<file path="config.mk">
export PLATFORM = sky130hd
export DESIGN_NAME = ps2_kbd_rx
export DESIGN_NICKNAME = d
export VERILOG_FILES = /design/src/rtl/ps2_pkg.sv /design/src/rtl/ps2_evt_fifo.sv /design/src/rtl/ps2_kbd_rx.sv
export SDC_FILE = /design/constraint.sdc
export NUM_CORES = 1
export LEC_CHECK = 0
export ABC_AREA = 1
export CAP_MARGIN = 20
export CELL_PAD_IN_SITES_DETAIL_PLACEMENT = 1
export CELL_PAD_IN_SITES_GLOBAL_PLACEMENT = 1
export CORE_MARGIN = 3
export CORE_UTILIZATION = 25
export DETAILED_ROUTE_END_ITERATION = 10
export HOLD_SLACK_MARGIN = 0.02
export PLACE_DENSITY_LB_ADDON = 0.12
export SYNTH_ARGS = -nofsm -noshare
export SYNTH_HDL_FRONTEND = slang
export SYNTH_SLANG_ARGS = --single-unit
</file>
<file path="constraint.sdc">
create_clock -name clk -period 2.2 [get_ports clk]
set_clock_uncertainty 0.2 [all_clocks]
set_input_delay 0.66 -clock clk [delete_from_list [all_inputs] [get_ports clk]]
set_output_delay 0.66 -clock clk [all_outputs]
set_load 0.02 [all_outputs]
</file>
<file path="src/rtl/ps2_pkg.sv">
// Shared types and constants for the PS/2 keyboard receiver.
// Event layout, decoder states and well-known scan codes.
package ps2_pkg;

    typedef struct packed {
        logic       ext;
        logic       brk;
        logic [7:0] code;
    } ps2_evt_t;

    typedef enum logic [1:0] {
        DEC_IDLE,
        DEC_E0,
        DEC_F0,
        DEC_E0F0
    } dec_state_t;

    localparam logic [7:0] PS2_E0 = 8'hE0;
    localparam logic [7:0] PS2_F0 = 8'hF0;

    localparam ps2_evt_t KEY_ENTER = '{ext: 1'b0, brk: 1'b0, code: 8'h5A};
    localparam ps2_evt_t KEY_SPACE = '{ext: 1'b0, brk: 1'b0, code: 8'h29};
    localparam ps2_evt_t KEY_BACKSPACE = '{ext: 1'b0, brk: 1'b0, code: 8'h66};
    localparam ps2_evt_t KEY_UP = '{ext: 1'b1, brk: 1'b0, code: 8'h75};
    localparam ps2_evt_t KEY_DOWN = '{ext: 1'b1, brk: 1'b0, code: 8'h72};

endpackage

</file>
<file path="src/rtl/ps2_evt_fifo.sv">
// Generic event FIFO; full-with-pop accepts the push.
// drop flags a push lost because the FIFO was full.
module ps2_evt_fifo #(
    parameter int  DEPTH = 8,
    parameter type T     = logic [7:0]
) (
    input  logic                    clk,
    input  logic                    rst,
    input  logic                    push,
    input  T                        din,
    input  logic                    pop,
    output T                        dout,
    output logic                    valid,
    output logic [$clog2(DEPTH):0]  level,
    output logic                    drop
);
    localparam int AW = $clog2(DEPTH);
    localparam logic [AW:0] FULL = DEPTH[AW:0];

    T              mem [DEPTH];
    logic [AW-1:0] wr_ptr;
    logic [AW-1:0] rd_ptr;
    logic          do_push;
    logic          do_pop;

    assign valid   = (level != '0);
    assign do_pop  = pop && valid;
    assign do_push = push && ((level != FULL) || do_pop);
    assign drop    = push && !do_push;
    assign dout    = valid ? mem[rd_ptr] : '0;

    always_ff @(posedge clk) begin
        if (do_push) mem[wr_ptr] <= din;
    end

    always_ff @(posedge clk or negedge rst) begin
        if (!rst) begin
            wr_ptr <= '0;
            rd_ptr <= '0;
            level  <= '0;
        end else begin
            if (do_push) wr_ptr <= wr_ptr + 1'b1;
            if (do_pop)  rd_ptr <= rd_ptr + 1'b1;
            unique case ({do_push, do_pop})
                2'b10:   level <= level + 1'b1;
                2'b01:   level <= level - 1'b1;
                default: level <= level;
            endcase
        end
    end

endmodule

</file>
<file path="src/rtl/ps2_kbd_rx.sv">
// PS/2 keyboard receiver: oversampled frame capture, E0/F0
// prefix decoding and an event FIFO with sticky overflow.
module ps2_kbd_rx
    import ps2_pkg::*;
#(
    parameter int TICK_DIV      = 250,
    parameter int TIMEOUT_TICKS = 4000,
    parameter int FIFO_DEPTH    = 8
) (
    input  logic                         clk,
    input  logic                         rst,
    input  logic                         ps2_clk,
    input  logic                         ps2_data,
    output logic                         evt_valid,
    input  logic                         evt_ready,
    output logic                         evt_ext,
    output logic                         evt_brk,
    output logic [7:0]                   evt_code,
    output logic [$clog2(FIFO_DEPTH):0]  fifo_level,
    output logic                         ovf,
    input  logic                         clr_ovf,
    output logic                         err_parity,
    output logic                         err_frame,
    output logic                         err_timeout
);
    localparam int DW = $clog2(TICK_DIV);
    localparam int IW = $clog2(TIMEOUT_TICKS + 1);
    localparam logic [DW-1:0] DIV_MAX = DW'(TICK_DIV - 1);
    localparam logic [IW-1:0] IDLE_LAST = IW'(TIMEOUT_TICKS - 1);

    logic [1:0]    clk_sync;
    logic [1:0]    dat_sync;
    logic          ps2c;
    logic          ps2d;
    logic          clk_prev;
    logic [DW-1:0] div_cnt;
    logic          tick;
    logic          fall;
    logic [10:0]   frame;
    logic [3:0]    bit_cnt;
    logic [IW-1:0] idle_cnt;
    logic          frame_done;
    logic          timeout;
    logic          shape_ok;
    logic          par_ok;
    logic          good;
    logic [7:0]    rx_byte;
    dec_state_t    state;
    dec_state_t    state_nxt;
    logic          emit;
    ps2_evt_t      emit_evt;
    logic          push_q;
    ps2_evt_t      push_evt;
    ps2_evt_t      head;
    logic          drop;

    assign ps2c = clk_sync[1];
    assign ps2d = dat_sync[1];
    assign tick = (div_cnt == DIV_MAX);
    assign fall = tick && clk_prev && !ps2c;

    assign frame_done = (bit_cnt == 4'd11);
    assign timeout = tick && !fall && !frame_done
                   && (bit_cnt != 4'd0) && (idle_cnt == IDLE_LAST);

    assign rx_byte  = frame[8:1];
    assign shape_ok = !frame[0] && frame[10];
    assign par_ok   = ^frame[9:1];
    assign good     = frame_done && shape_ok && par_ok;

    always_ff @(posedge clk or negedge rst) begin
        if (!rst) begin
            clk_sync <= 2'b11;
            dat_sync <= 2'b11;
            clk_prev <= 1'b1;
            div_cnt  <= '0;
        end else begin
            clk_sync <= {clk_sync[0], ps2_clk};
            dat_sync <= {dat_sync[0], ps2_data};
            div_cnt  <= tick ? '0 : div_cnt + 1'b1;
            if (tick) clk_prev <= ps2c;
        end
    end

    // idle_cnt restarts on every captured bit, so it measures line silence
    always_ff @(posedge clk or negedge rst) begin
        if (!rst) begin
            frame    <= '0;
            bit_cnt  <= '0;
            idle_cnt <= '0;
        end else if (frame_done || timeout) begin
            bit_cnt  <= '0;
            idle_cnt <= '0;
        end else if (fall) begin
            frame    <= {ps2d, frame[10:1]};
            bit_cnt  <= bit_cnt + 4'd1;
            idle_cnt <= '0;
        end else if (tick && bit_cnt != 4'd0) begin
            idle_cnt <= idle_cnt + 1'b1;
        end
    end

    always_comb begin
        state_nxt     = state;
        emit          = 1'b0;
        emit_evt      = '0;
        emit_evt.code = rx_byte;
        if (timeout || (frame_done && !good)) begin
            state_nxt = DEC_IDLE;
        end else if (good) begin
            unique case (state)
                DEC_IDLE: begin
                    if (rx_byte == PS2_E0)      state_nxt = DEC_E0;
                    else if (rx_byte == PS2_F0) state_nxt = DEC_F0;
                    else                        emit = 1'b1;
                end
                DEC_E0: begin
                    if (rx_byte == PS2_F0) begin
                        state_nxt = DEC_E0F0;
                    end else begin
                        emit         = 1'b1;
                        emit_evt.ext = 1'b1;
                        state_nxt    = DEC_IDLE;
                    end
                end
                DEC_F0: begin
                    emit         = 1'b1;
                    emit_evt.brk = 1'b1;
                    state_nxt    = DEC_IDLE;
                end
                DEC_E0F0: begin
                    emit         = 1'b1;
                    emit_evt.ext = 1'b1;
                    emit_evt.brk = 1'b1;
                    state_nxt    = DEC_IDLE;
                end
            endcase
        end
    end

    always_ff @(posedge clk or negedge rst) begin
        if (!rst) begin
            state       <= DEC_IDLE;
            push_q      <= 1'b0;
            push_evt    <= '0;
            err_frame   <= 1'b0;
            err_parity  <= 1'b0;
            err_timeout <= 1'b0;
            ovf         <= 1'b0;
        end else begin
            state       <= state_nxt;
            push_q      <= emit;
            push_evt    <= emit_evt;
            err_frame   <= frame_done && !shape_ok;
            err_parity  <= frame_done && shape_ok && !par_ok;
            err_timeout <= timeout;
            if (drop)         ovf <= 1'b1;
            else if (clr_ovf) ovf <= 1'b0;
        end
    end

    ps2_evt_fifo #(
        .DEPTH (FIFO_DEPTH),
        .T     (ps2_evt_t)
    ) u_fifo (
        .clk   (clk),
        .rst   (rst),
        .push  (push_q),
        .din   (push_evt),
        .pop   (evt_ready),
        .dout  (head),
        .valid (evt_valid),
        .level (fifo_level),
        .drop  (drop)
    );

    assign evt_ext  = head.ext;
    assign evt_brk  = head.brk;
    assign evt_code = head.code;

endmodule

</file>
Word-level counts from Yosys, hierarchy flattened:

Memories as Yosys holds them, arrays and structs flattened.
Cells that the tools add are included.

* $add $sub $neg: 7
* equal/unequal tests: 12
* muxes and demuxes: 27
* bitwise operators: 1
* reduce and logical (&&, ||, !) cells: 39

Operator list (count)
* $mux 12: 3
* $eq 8x8->1 const B: 3
* $logic_and 1x1->1: 16
* $mux 2: 7
* $add 12x1->12 const B: 1
* $eq 12x12->1 const B: 1
* $mux 10: 1
* $mux 1: 9
* $reduce_xor 9->1: 1
* $add 4x1->4 const B: 2
* $add 8x1->8 const B: 1
* $logic_not 1->1: 8
* $mux 4: 2
* $mux 8: 1
* $ne 4x4->1 const B: 2
* $pmux 4 s2: 1
* $reduce_bool 2->1: 4
* $reduce_bool 4->1: 2
* $add 3x1->3 const B: 2
* $eq 2x2->1 const B: 3
* $pmux 2 s3: 1
* $eq 2x1->1 const B: 2
* $eq 4x4->1 const B: 1
* $reduce_and 2->1: 2
* 8 further kinds: 10

* register bits after elaboration: 67
* RAM bits: 80
* input port bits: 6
* output and inout bits: 19
* word-level logic and storage cells: 106
* memories: 1

Memory list
* u_fifo.mem: depth 8, bits a word 10, read ports 1, clocked after Yosys merged registers in 0, write ports 1, line ps2_evt_fifo.sv:20 `T mem [DEPTH];`

Depth between registers and ports, before layout:

* depth in word-level cells: 11
* depth in mapped cells: 13
* mapped depth without buffers: 13

By module:

From an unflattened synthesis, not the netlist that was laid out.

* cells, all modules: 629
* area, all modules: 6571.3 µm²

By module, submodules not included
* ps2_evt_fifo: times used 1, cells an instance 325, area an instance 3818.7 µm², sequential area each 2652.5 µm²
* ps2_kbd_rx: times used 1, cells an instance 304, area an instance 2752.6 µm², sequential area each 1432.6 µm²

Least setup slack after synthesis:

Ideal clock, no wire load.

* path kind: reg2out
* from: reg u_fifo.level[1]
* to: out evt_brk
* data arrival time: 1.627 ns
* data required time: 1.340 ns
* setup slack: -0.287 ns
* stages on the path, launching flop included: 8
* buffers on the path: 1
* path through: dfrtp_1 nor2_1 inv_1 nor3_1 inv_1 clkbuf_1 o21ai_0 a31oi_1

* longest elaborated chain between the ends: 2

RTL lines
* start: declaration: line ps2_evt_fifo.sv:14 `output logic [$clog2(DEPTH):0] level,`
* start signal: assignment: line ps2_evt_fifo.sv:45 `2'b10: level <= level + 1'b1;`
* start signal: assignment: line ps2_evt_fifo.sv:46 `2'b01: level <= level - 1'b1;`
* start signal: assignment: line ps2_evt_fifo.sv:47 `default: level <= level;`
* $reduce_bool 4->1: line ps2_evt_fifo.sv:26 `assign valid = (level != '0);`
* net evt_valid: line ps2_kbd_rx.sv:14 `output logic evt_valid,`
* $mux 10: line ps2_evt_fifo.sv:30 `assign dout = valid ? mem[rd_ptr] : '0;`
* end: declaration: line ps2_kbd_rx.sv:17 `output logic evt_brk,`

The timed path passes the listed nets, and every way through them passes these cells.

Worst setup path in the final report:

* from: reg u_fifo.rd_ptr[0]
* to: out evt_code[7]

* longest elaborated chain between the ends: 2

RTL lines
* start: declaration: line ps2_evt_fifo.sv:22 `logic [AW-1:0] rd_ptr;`
* start signal: assignment: line ps2_evt_fifo.sv:43 `if (do_pop) rd_ptr <= rd_ptr + 1'b1;`
* $mem_v2 8x10
* $mux 10: line ps2_evt_fifo.sv:30
* end: declaration: line ps2_kbd_rx.sv:18 `output logic [7:0] evt_code,`

No other way between the ends.

==> results_dict.tcl <==
set metrics [dict create \
    run_status "finished with violations" \
    violations "setup timing" \
    routed_len_inst_microns 15.36 \
    via_count 4463 \
    number_of_core_rows 57 \
    drtIter0Drc 157 \
    postSynth.topFlopCell "edfxtp_1" \
    die_h_microns 165.4 \
    holdWs_ns 0.05179 \
    worst_setup_path_start_kind "register" \
    synth_enable_flop_cells 80 \
    grt.total_usage 0.1208 \
    portBuffers 24 \
    post_synth_num_cell_types 42 \
    grt_start_max_net_pins 68 \
    via_count_of_the_first_global_routing_pass 4842 \
    synthTopCellsByArea "edfxtp_1 38%, dfrtp_1 24%, nor2_1 6.3%, o21ai_0 5.4%, nand2_1 4.7%" \
    ys.warnings.count 0 \
    post_syn_nets 610 \
    drv.max_cap_violation_count 0 \
    portion_of_the_post_synthesis_area_used_by_sequential_elements 0.6431 \
    die-width_microns 165.4 \
    hold_violations 0 \
    r2r_cells 11 \
    antenna_violating_nets_post_route 0 \
    synth.avg_cell_area_sq_um 10.80 \
    cts_sinks 147 \
    relSlewSlack 0.7485 \
    syn2layout_area_growth_pct 32.13 \
    wl_mm 15.54 \
    insertedDiodeCount 0 \
    synth_top_area_share 0.3782 \
    synthesis.area_sq_um 6352 \
    grt_setup_unrepaired "true" \
    clk_pin_slew_ns 0.07 \
    placement.setup.worst_slack_ns -0.5838 \
    grt_first_pass_wirelength_mm 25.47 \
    setup-violations-final 12 \
    first_pass_iters 4 \
    gpl.final_weighted_congestion 0.7261 \
    gr-total-overflow 0 \
    cts_tree "built" \
    timing.final.ws_setup_ns -0.4673 \
    post_route_cells_drive_above_1_share 0.2660 \
    async_flop_share 0.4558 \
    setup.reg_to_reg.worst_slack_ns -0.02 \
    regToRegEndpoint "u_fifo.level[3]" \
    dp_hpwl_mm 10.38 \
    htreeDepth 4 \
    max_freq_mhz 374.9 \
    numCtsBuffers 17 \
    synth_seq_cells 147 \
    fp.coreArea_sq_um 24680 \
    critPathRequiredTime_ns 1.34 \
    dieArea_sq_um 27360 \
    holdBufCountCts 0 \
    worst_hold_class "primary input to asynchronous set/reset pin" \
    cts_root_buffer "clkbuf_16" \
    crit_path_end_kind "primary output" \
    drc 0 \
    worstMarginPinSlew_ns 0.3773 \
    antenna_violations_before_repair 0 \
    finalCriticalPeriod_ns 2.667 \
    regToRegStartpoint "u_fifo.level[1]" \
    power.density_nw_per_um2 1125 \
    initial_core_util 0.2574 \
    worstSkewPairLatency_ns 0.42 \
    finalSetupTns_ns -4.636 \
    drv_slew 0 \
    worstPathArrival_ns 1.81 \
    worst_ir_drop_vdd_mv 0.4667 \
    post_synth_inst_count 588 \
    post-synth-top-area-cell "edfxtp_1" \
    timing.final.crit_share 1.212 \
    floorplan.io_pins 25 \
    crit_type "register to primary output" \
    final_nets 697 \
    cts.path.max_buffers 2 \
    viasPerCell 4.410 \
    crit_path_max_fanout 9 \
    static-leakage-power_nw 3.615 \
]
==> worst max-delay path: stages (launching register included) <==
cell	delay [ns]
dfrtp_2	0.46
inv_4	0.12
buf_8	0.13
o21ai_0	0.09
o22ai_1	0.21
o21ai_2	0.08
a31oi_2	0.13
buf_4	0.16
==> routing by layer <==
metal | wire length [microns] | track usage
met5 | 0 | 0
met2 | 7741 | 0.2102
met4 | 141 | 0.02949
met1 | 7235 | 0.1511
met3 | 425 | 0.02943
==> metrics by stage <==
step           power [W]  std cells  utilization  cell area (sq um)
2_1_floorplan   0.004678        588            -               6459
3_3_place_gp    0.005950        964       0.3022               7457
3_5_place_dp    0.006009        964       0.3022               7457
4_1_cts         0.009192       1003       0.3314               8177
5_1_grt          0.01003       1012       0.3401               8393
6_report        0.009444       1012       0.3401               8393
==> cell type report <==
type,instances,area [sq um]
Tap cell,324,405.4
Multi-Input combinational cell,368,2247
Clock inverter,14,145.1
Clock buffer,18,429.2
Fill cell,2757,16280
Inverter,56,230.2
Sequential cell,147,4089
Timing Repair Buffer,85,847.1
==> cells by family (layout without fill, tap and decap cells) <==
kind of cell	after synthesis	count (layout)	synth area share
AO/OA/AOI/OAI	101	101	0.08568
AND/OR/NAND/NOR	232	232	0.1643
flip-flops	147	147	0.6431
XOR/XNOR	17	17	0.02344
buffers and inverters	73	173	0.04747
multiplexers	2	2	0.003348
adder cells (fa/ha/maj)	16	16	0.03270
==> cells in the mapped netlist (5+ instances only) <==
| library cell | count |
|---|---|
| clkbuf_1 | 11 |
| dfrtp_1 | 62 |
| o21ai_0 | 68 |
| a21oi_1 | 6 |
| xor2_1 | 13 |
| dfstp_2 | 5 |
| edfxtp_1 | 80 |
| nand3_1 | 15 |
| a31oi_1 | 10 |
| inv_1 | 52 |
| nand2_1 | 79 |
| nor3_1 | 9 |
| o22ai_1 | 11 |
| ha_1 | 15 |
| nor2_1 | 106 |
==> power by group <==
group	switching (W)	internal [W]
Clock	0.00126	0.00160
Combinational	0.00186	0.00170
Sequential	0.0000768	0.00296
Total	0.00319	0.00626
==> timing repair <==
item                       4_1_cts  5_1_grt
setup endpoints to repair       20       99
cloned                           0        1
hold endpoints to repair         0        0
setup buffers                    7        9
resized for setup              103       59
pin swaps                        5       18
==> placed cells by master (no fill, tap or decap), drive strengths merged, types with 2 or more instances in the layout <==
master and n:
dfrtp 62, o21ai 70, nand3 16, clkdlybuf4s15 3
clkinv 5, buf 71, dlygate4sd2 4, dfstp 5
nor4 2, ha 15, o22ai 11, nand4 4
clkdlybuf4s50 3, or2 2, edfxtp 80, nand2 84
nor2 111, nor3 10, a21oi 6, inv 63
xor2 13, a31oi 10, clkbuf 21, xnor2 4
==> registers in the layout, summed over array words and instances (netlist names), 2 cells and up <==
register	flops
frame	11
u_fifo.wr_ptr	3
div_cnt	8
u_fifo.level	4
clk_sync	2
u_fifo.rd_ptr	3
u_fifo.mem	80
state	2
bit_cnt	4
push_evt	10
idle_cnt	12
dat_sync	2
==> worst max-delay path by stage <==
stage | startpoint | cells after the start | end
2_1_floorplan | evt_ready | 5 | u_fifo.mem[4][0]
3_3_place_gp | u_fifo.rd_ptr[0] | 7 | evt_code[1]
3_5_place_dp | u_fifo.level[1] | 7 | evt_ext
4_1_cts | u_fifo.rd_ptr[0] | 7 | evt_ext
5_1_grt | u_fifo.rd_ptr[0] | 7 | evt_brk
6_report | u_fifo.rd_ptr[0] | 7 | evt_code[7]
Note: power is estimated with default switching activity, not from simulation.
